## src/rtl/mips_ctrl_pkg.sv

```systemverilog
// Shared types and encodings for the multicycle MIPS main controller:
// state enum, opcode constants, datapath select codes and the control bundle.
package mips_ctrl_pkg;

  localparam int OPC_W = 6;

  typedef enum logic [4:0] {
    IDLE    = 5'd0,
    FETCH0  = 5'd1,
    FETCH1  = 5'd2,
    FETCH2  = 5'd3,
    FETCH3  = 5'd4,
    DECODE  = 5'd5,
    MEMADR  = 5'd6,
    MEMRD   = 5'd7,
    MEMWB   = 5'd8,
    MEMWR   = 5'd9,
    EXEC    = 5'd10,
    ALUWB   = 5'd11,
    BRANCH  = 5'd12,
    ADDIEX  = 5'd13,
    ADDIWB  = 5'd14,
    JUMP    = 5'd15,
    ILLEGAL = 5'd16
  } state_t;

  localparam logic [OPC_W-1:0] OP_RTYPE = 6'b000000;
  localparam logic [OPC_W-1:0] OP_LW    = 6'b100011;
  localparam logic [OPC_W-1:0] OP_SW    = 6'b101011;
  localparam logic [OPC_W-1:0] OP_BEQ   = 6'b000100;
  localparam logic [OPC_W-1:0] OP_ADDI  = 6'b001000;
  localparam logic [OPC_W-1:0] OP_J     = 6'b000010;

  localparam logic [1:0] ALUOP_ADD   = 2'b00;
  localparam logic [1:0] ALUOP_SUB   = 2'b01;
  localparam logic [1:0] ALUOP_FUNCT = 2'b10;

  localparam logic [1:0] SRCB_WD   = 2'b00;
  localparam logic [1:0] SRCB_ONE  = 2'b01;
  localparam logic [1:0] SRCB_IMM  = 2'b10;
  localparam logic [1:0] SRCB_IMM4 = 2'b11;

  localparam logic [1:0] PCSRC_ALU    = 2'b00;
  localparam logic [1:0] PCSRC_ALUOUT = 2'b01;
  localparam logic [1:0] PCSRC_JUMP   = 2'b10;

  typedef struct packed {
    logic       fetch_en;
    logic       iord;
    logic       mem_write;
    logic [3:0] ir_write;
    logic       reg_write;
    logic       alu_src_a;
    logic [1:0] alu_src_b;
    logic [1:0] alu_op;
    logic [1:0] pc_src;
    logic       branch;
    logic       pc_write;
    logic       reg_dst;
    logic       mem_to_reg;
  } ctrl_t;

  function automatic state_t decode_next(input logic [OPC_W-1:0] op);
    case (op)
      OP_LW, OP_SW: return MEMADR;
      OP_RTYPE:     return EXEC;
      OP_BEQ:       return BRANCH;
      OP_ADDI:      return ADDIEX;
      OP_J:         return JUMP;
      default:      return ILLEGAL;
    endcase
  endfunction

endpackage

```

## src/rtl/mips_ctrl_decode.sv

```systemverilog
// Pure state -> control-vector table; everything not set for a state stays 0,
// including unused encodings and ILLEGAL.
module mips_ctrl_decode
  import mips_ctrl_pkg::*;
(
  input  state_t state,
  output ctrl_t  ctrl
);

  always_comb begin
    ctrl = '0;
    case (state)
      FETCH0, FETCH1, FETCH2, FETCH3: begin
        ctrl.fetch_en  = 1'b1;
        ctrl.iord      = 1'b0;
        ctrl.alu_src_a = 1'b0;
        ctrl.alu_src_b = SRCB_ONE;
        ctrl.alu_op    = ALUOP_ADD;
        ctrl.pc_src    = PCSRC_ALU;
        ctrl.pc_write  = 1'b1;
        case (state)
          FETCH0:  ctrl.ir_write = 4'b0001;
          FETCH1:  ctrl.ir_write = 4'b0010;
          FETCH2:  ctrl.ir_write = 4'b0100;
          default: ctrl.ir_write = 4'b1000;
        endcase
      end
      // Precompute the branch target into ALUOut while the opcode is decoded.
      DECODE: begin
        ctrl.alu_src_b = SRCB_IMM4;
        ctrl.alu_op    = ALUOP_ADD;
      end
      MEMADR, ADDIEX: begin
        ctrl.alu_src_a = 1'b1;
        ctrl.alu_src_b = SRCB_IMM;
        ctrl.alu_op    = ALUOP_ADD;
      end
      MEMRD: ctrl.iord = 1'b1;
      MEMWB: begin
        ctrl.mem_to_reg = 1'b1;
        ctrl.reg_write  = 1'b1;
      end
      MEMWR: begin
        ctrl.iord      = 1'b1;
        ctrl.mem_write = 1'b1;
      end
      EXEC: begin
        ctrl.alu_src_a = 1'b1;
        ctrl.alu_src_b = SRCB_WD;
        ctrl.alu_op    = ALUOP_FUNCT;
      end
      ALUWB: begin
        ctrl.reg_dst   = 1'b1;
        ctrl.reg_write = 1'b1;
      end
      BRANCH: begin
        ctrl.alu_src_a = 1'b1;
        ctrl.alu_src_b = SRCB_WD;
        ctrl.alu_op    = ALUOP_SUB;
        ctrl.pc_src    = PCSRC_ALUOUT;
        ctrl.branch    = 1'b1;
      end
      ADDIWB: ctrl.reg_write = 1'b1;
      JUMP: begin
        ctrl.pc_src   = PCSRC_JUMP;
        ctrl.pc_write = 1'b1;
      end
      default: ctrl = '0;
    endcase
  end

endmodule

```

## src/rtl/mips_main_fsm.sv

```systemverilog
// Multicycle MIPS main controller: byte-wise fetch, decode, then per-opcode
// execute/memory/writeback. Moore outputs decoded from the state register.
module mips_main_fsm
  import mips_ctrl_pkg::*;
#(
  parameter int unsigned MEM_RD_WAIT = 0
) (
  input  logic        clk_i_top,
  input  logic        rst_i_top,
  input  logic [31:0] instr,
  output logic        fetch_en,
  output logic        IorD,
  output logic        MemWrite,
  output logic [3:0]  IRWrite,
  output logic        RegWrite,
  output logic        ALUSrcA,
  output logic [1:0]  ALUSrcB,
  output logic [1:0]  ALUOp,
  output logic [1:0]  PCSrc,
  output logic        Branch,
  output logic        PCWrite,
  output logic        RegDst,
  output logic        MemtoReg,
  output logic        illegal_o
);

  localparam logic [3:0] WAIT_LAST = 4'(MEM_RD_WAIT);

  state_t           state;
  logic [OPC_W-1:0] opcode;
  logic [3:0]       wait_cnt;
  ctrl_t            ctrl;
  logic             unused_instr;

  assign unused_instr = ^instr[25:0];

  always_ff @(posedge clk_i_top or negedge rst_i_top) begin
    if (!rst_i_top) begin
      state     <= IDLE;
      opcode    <= '0;
      wait_cnt  <= '0;
      illegal_o <= 1'b0;
    end else begin
      case (state)
        IDLE:   state <= FETCH0;
        FETCH0: state <= FETCH1;
        FETCH1: state <= FETCH2;
        FETCH2: state <= FETCH3;
        FETCH3: state <= DECODE;
        DECODE: begin
          opcode <= instr[31:26];
          state  <= decode_next(instr[31:26]);
          if (decode_next(instr[31:26]) == ILLEGAL) illegal_o <= 1'b1;
        end
        MEMADR: state <= (opcode == OP_LW) ? MEMRD : MEMWR;
        // Hold in MEMRD for MEM_RD_WAIT extra cycles before writeback.
        MEMRD: begin
          if (wait_cnt == WAIT_LAST) begin
            wait_cnt <= '0;
            state    <= MEMWB;
          end else begin
            wait_cnt <= wait_cnt + 4'd1;
          end
        end
        EXEC:    state <= ALUWB;
        ADDIEX:  state <= ADDIWB;
        MEMWB, MEMWR, ALUWB, BRANCH, ADDIWB, JUMP: state <= FETCH0;
        ILLEGAL: state <= ILLEGAL;
        default: state <= IDLE;
      endcase
    end
  end

  mips_ctrl_decode u_decode (
    .state (state),
    .ctrl  (ctrl)
  );

  assign fetch_en = ctrl.fetch_en;
  assign IorD     = ctrl.iord;
  assign MemWrite = ctrl.mem_write;
  assign IRWrite  = ctrl.ir_write;
  assign RegWrite = ctrl.reg_write;
  assign ALUSrcA  = ctrl.alu_src_a;
  assign ALUSrcB  = ctrl.alu_src_b;
  assign ALUOp    = ctrl.alu_op;
  assign PCSrc    = ctrl.pc_src;
  assign Branch   = ctrl.branch;
  assign PCWrite  = ctrl.pc_write;
  assign RegDst   = ctrl.reg_dst;
  assign MemtoReg = ctrl.mem_to_reg;

endmodule
```

## config.mk

```make
export PLATFORM = sky130hd
export DESIGN_NAME = mips_main_fsm
export DESIGN_NICKNAME = d
export VERILOG_FILES = /design/src/rtl/mips_ctrl_pkg.sv /design/src/rtl/mips_ctrl_decode.sv /design/src/rtl/mips_main_fsm.sv
export SDC_FILE = /design/constraint.sdc
export NUM_CORES = 1
export LEC_CHECK = 0
export CAP_MARGIN = 20
export CORE_MARGIN = 1.5
export CORE_UTILIZATION = 42
export CTS_CLUSTER_SIZE = 25
export DETAILED_ROUTE_END_ITERATION = 16
export PLACE_DENSITY = 0.79
export SLEW_MARGIN = 20
export SYNTH_ARGS = -nofsm -noshare
export SYNTH_HDL_FRONTEND = slang
export SYNTH_HIERARCHICAL = 1
export SYNTH_SLANG_ARGS = --single-unit
export TNS_END_PERCENT = 50
```

## constraint.sdc

```tcl
create_clock -name clk_i_top -period 2.15 [get_ports clk_i_top]
set_clock_uncertainty 0.05 [all_clocks]
set_input_delay 0.215 -clock clk_i_top [delete_from_list [all_inputs] [get_ports clk_i_top]]
set_output_delay 0.215 -clock clk_i_top [all_outputs]
set_load 0.01 [all_outputs]
```

==> flow_summary.ini <==
[synthesis]
synthCells = 137
yosysWarnings = 6
synth.area.top_cells = dfrtp_1 (31%), mux2_2 (6.2%), nor2_1 (4.4%), nand2b_1 (3.4%), buf_6 (2.7%)
synth_area_um2 = 1270
synth-main-ff-cell = dfrtp_1
synth-seq-cells = 16
synth.most_common_cell = dfrtp_1
ys_types = 53
syn_nets = 173
netlist.top_cell.by_area = dfrtp_1
yosysTopAreaCellShare_pct = 31.5
synth.avg_cell_area_um2 = 9.28
async_reset_ff_share_pct = 100
ys_top_cells_by_count = dfrtp_1 (16), nor2_1 (15), mux2_2 (7), nand2_1 (7), nand2b_1 (7)
synth-edff-count = 0
synth_seq_area_share_pct = 31.5

[critical_path]
rr_startpoint = state[2]
start_kind = flip-flop
required_ns = 1.88
arrival_ns = 1.80
worstRegToRegCells = 6
critPathKind = reg -> out
cp-end-kind = output port
crit_path_start = state[4]
critical_path.max_fanout = 7

[pwr]
power.internal_mw = 1.20
p_leak_nw = 0.839
p_sw_mw = 0.774
power_frac_seq_pct = 25.4
pwr-share-clk_pct = 10.1
peakVddDrop_uv = 619
sw_frac_of_total_pct = 39.1
combPwrFrac_pct = 64.5
pwr_density_cell_nw_per_um2 = 1150
total_power_mw = 1.98

[hold_path]
hold_path_class = in -> async

[finish]
nFillCells = 234
final_nets = 214
fin_util_pct = 61.5
antenna_cells = 0
syn_to_final_growth_pct = 35.6
stdcell_count = 208
drive_above_1_share_pct = 27.1

[clocking]
ctsHtreeMaxLevel = 1
clock_latency_ns = 0.29
cts_root_buffer = clkbuf_4
holdBufCountCts = 0
cts_buffers = 3
cts_tree = done
cts.sinks = 16
clock_path_buffers = 2
clkTransAtPathRegs_ns = 0.10

[place]
dp_hpwl_um = 2120
portBuffers = 27
dp_cells = 198
place_ws_ns = 0.127
gp_congestion = 0.848

[route]
antenna_left = 0
wire_per_inst_um = 13.6
via_per_inst = 5.70
wirelength_um = 2820
first_iter_violations = 56
drt_pass1_iterations = 12
vias = 1185
drc = 4

[sta]
drv_slew = 0
finalHoldViolations = 0
timing.final.ws_setup_ns = 0.0872
rsz0062_at_grt = no
tightest_slew_ns = 0.718
fin_crit_sh_pct = 95.9
max_freq_mhz = 485
period_needed_ns = 2.06
relSlewSlack_pct = 52.0
setup_viol_count_final = 0
tns_ns = 0

[global_routing]
track_usage_pct = 18.1
grt_pass1_wl_um = 4800
antenna_found_initial = 0
grt_start_max_net_pins = 17
grt_pass1_vias = 1157
overflow = 0

[die]
start_util_pct = 45.3
die_height_um = 58.0
die_area_um2 = 3370
coreArea_um2 = 2810
row_count = 19
die_x_um = 58.0
ios = 54

[outcome]
violations = design-rule violations
status = complete, but fails checks

[job]
cap_violations = 0
==> through the flow <==
step | hold WS (ns) | instance area (um2)
finish | 0.296 | 1720
detailed placement | 0.413 | 1590
floorplan | -0.131 | 1270
global placement | 0.407 | 1590
CTS | 0.318 | 1690
global route | 0.345 | 1720
==> cell type report <==
type | instances | area, um2 | share of cell area, %
clock buffers | 4 | 36.3 | 2.10
inverters | 5 | 18.8 | 1.09
flip-flops and latches | 16 | 405 | 23.5
repair buffers | 45 | 440 | 25.5
well taps | 31 | 38.8 | 2.25
multi-input cells | 107 | 785 | 45.5
==> final timing paths <==
kind                        endpoint  slack (ns)
setup / recovery            ALUOp[1]        0.09
hold / removal             opcode[0]        0.30
setup reg to reg            state[0]        0.13
hold reg to reg            illegal_o        0.44
max in group asynchronous   state[4]        1.25
min in group clk_i_top     illegal_o        0.44
==> routing by layer <==
| metal | global-route usage [%] | up-vias | wire length, um |
|---|---|---|---|
| li1 | - | 581 | - |
| met1 | 19.6 | 562 | 1150 |
| met2 | 35.6 | 38 | 1500 |
| met3 | 1.79 | 4 | 143 |
| met4 | 6.98 | 0 | 34 |
| met5 | 0 | - | 0 |
==> flip-flops by register name (all words and copies together) (netlist names) <==
name / flops
wait_cnt: 4
state: 5
illegal_o: 1
opcode: 6
==> critical path, cell delays in order (launching register included) <==
cell and delay, ns:
dfrtp_2 0.45, or3b_4 0.43, nor2_1 0.10, clkdlybuf4s50_1 0.54
==> power groups by stage <==
| stage | logic [mW] | clock network (mW) | registers (mW) |
|---|---|---|---|
| 4_1_cts | 1.26 | 0.210 | 0.494 |
| 6_report | 1.28 | 0.201 | 0.501 |
| 3_3_place_gp | 1.14 | 0 | 0.525 |
| 5_1_grt | 1.42 | 0.218 | 0.516 |
| 2_1_floorplan | 0.783 | 0 | 0.508 |
| 3_5_place_dp | 1.17 | 0 | 0.532 |
==> cell families (layout without fill, tap and decap cells) <==
family / Yosys count / count (layout) / share of synthesized area (%)
simple gates: 65 / 65 / 32.0
compound gates: 26 / 26 / 15.6
flops: 16 / 16 / 31.5
buf+inv: 14 / 54 / 7.78
mux: 8 / 8 / 6.99
xor+xnor: 5 / 5 / 3.45
fa+ha+maj: 3 / 3 / 2.76
==> placed cells by master (no fill, tap or decap), types with 2 or more instances in the layout <==
| cell type | Yosys | layout |
|---|---|---|
| o21ai_0 | 3 | 3 |
| xnor2_1 | 2 | 2 |
| dfrtp_2 | 0 | 4 |
| nor4_1 | 5 | 5 |
| buf_4 | 2 | 16 |
| ha_1 | 2 | 2 |
| or4_1 | 2 | 2 |
| xor2_1 | 3 | 3 |
| dlymetal6s2s_1 | 0 | 9 |
| nand3b_1 | 3 | 3 |
| dfrtp_1 | 16 | 12 |
| dlygate4sd2_1 | 0 | 3 |
| or2_2 | 2 | 2 |
| mux2_2 | 7 | 7 |
| nand3_1 | 2 | 2 |
| clkbuf_4 | 1 | 3 |
| clkdlybuf4s50_1 | 0 | 15 |
| nor4b_1 | 3 | 2 |
| nor2_1 | 15 | 15 |
| o21a_1 | 3 | 3 |
| nand2_1 | 7 | 7 |
| inv_1 | 5 | 5 |
| a211oi_1 | 3 | 3 |
| and4_1 | 2 | 2 |
| nor3_1 | 4 | 4 |
| nand2b_1 | 7 | 7 |
| a21oi_1 | 4 | 4 |
==> repair_timing <==
| action | CTS | global route |
|---|---|---|
| pin swaps | 0 | 0 |
| hold endpoints to repair | 0 | 0 |
| endpoints found under the setup margin | 19 | 10 |
| resized for setup | 7 | 12 |
| buffers inserted | 6 | 0 |
No activity file was read; power rests on OpenSTA's default activity.
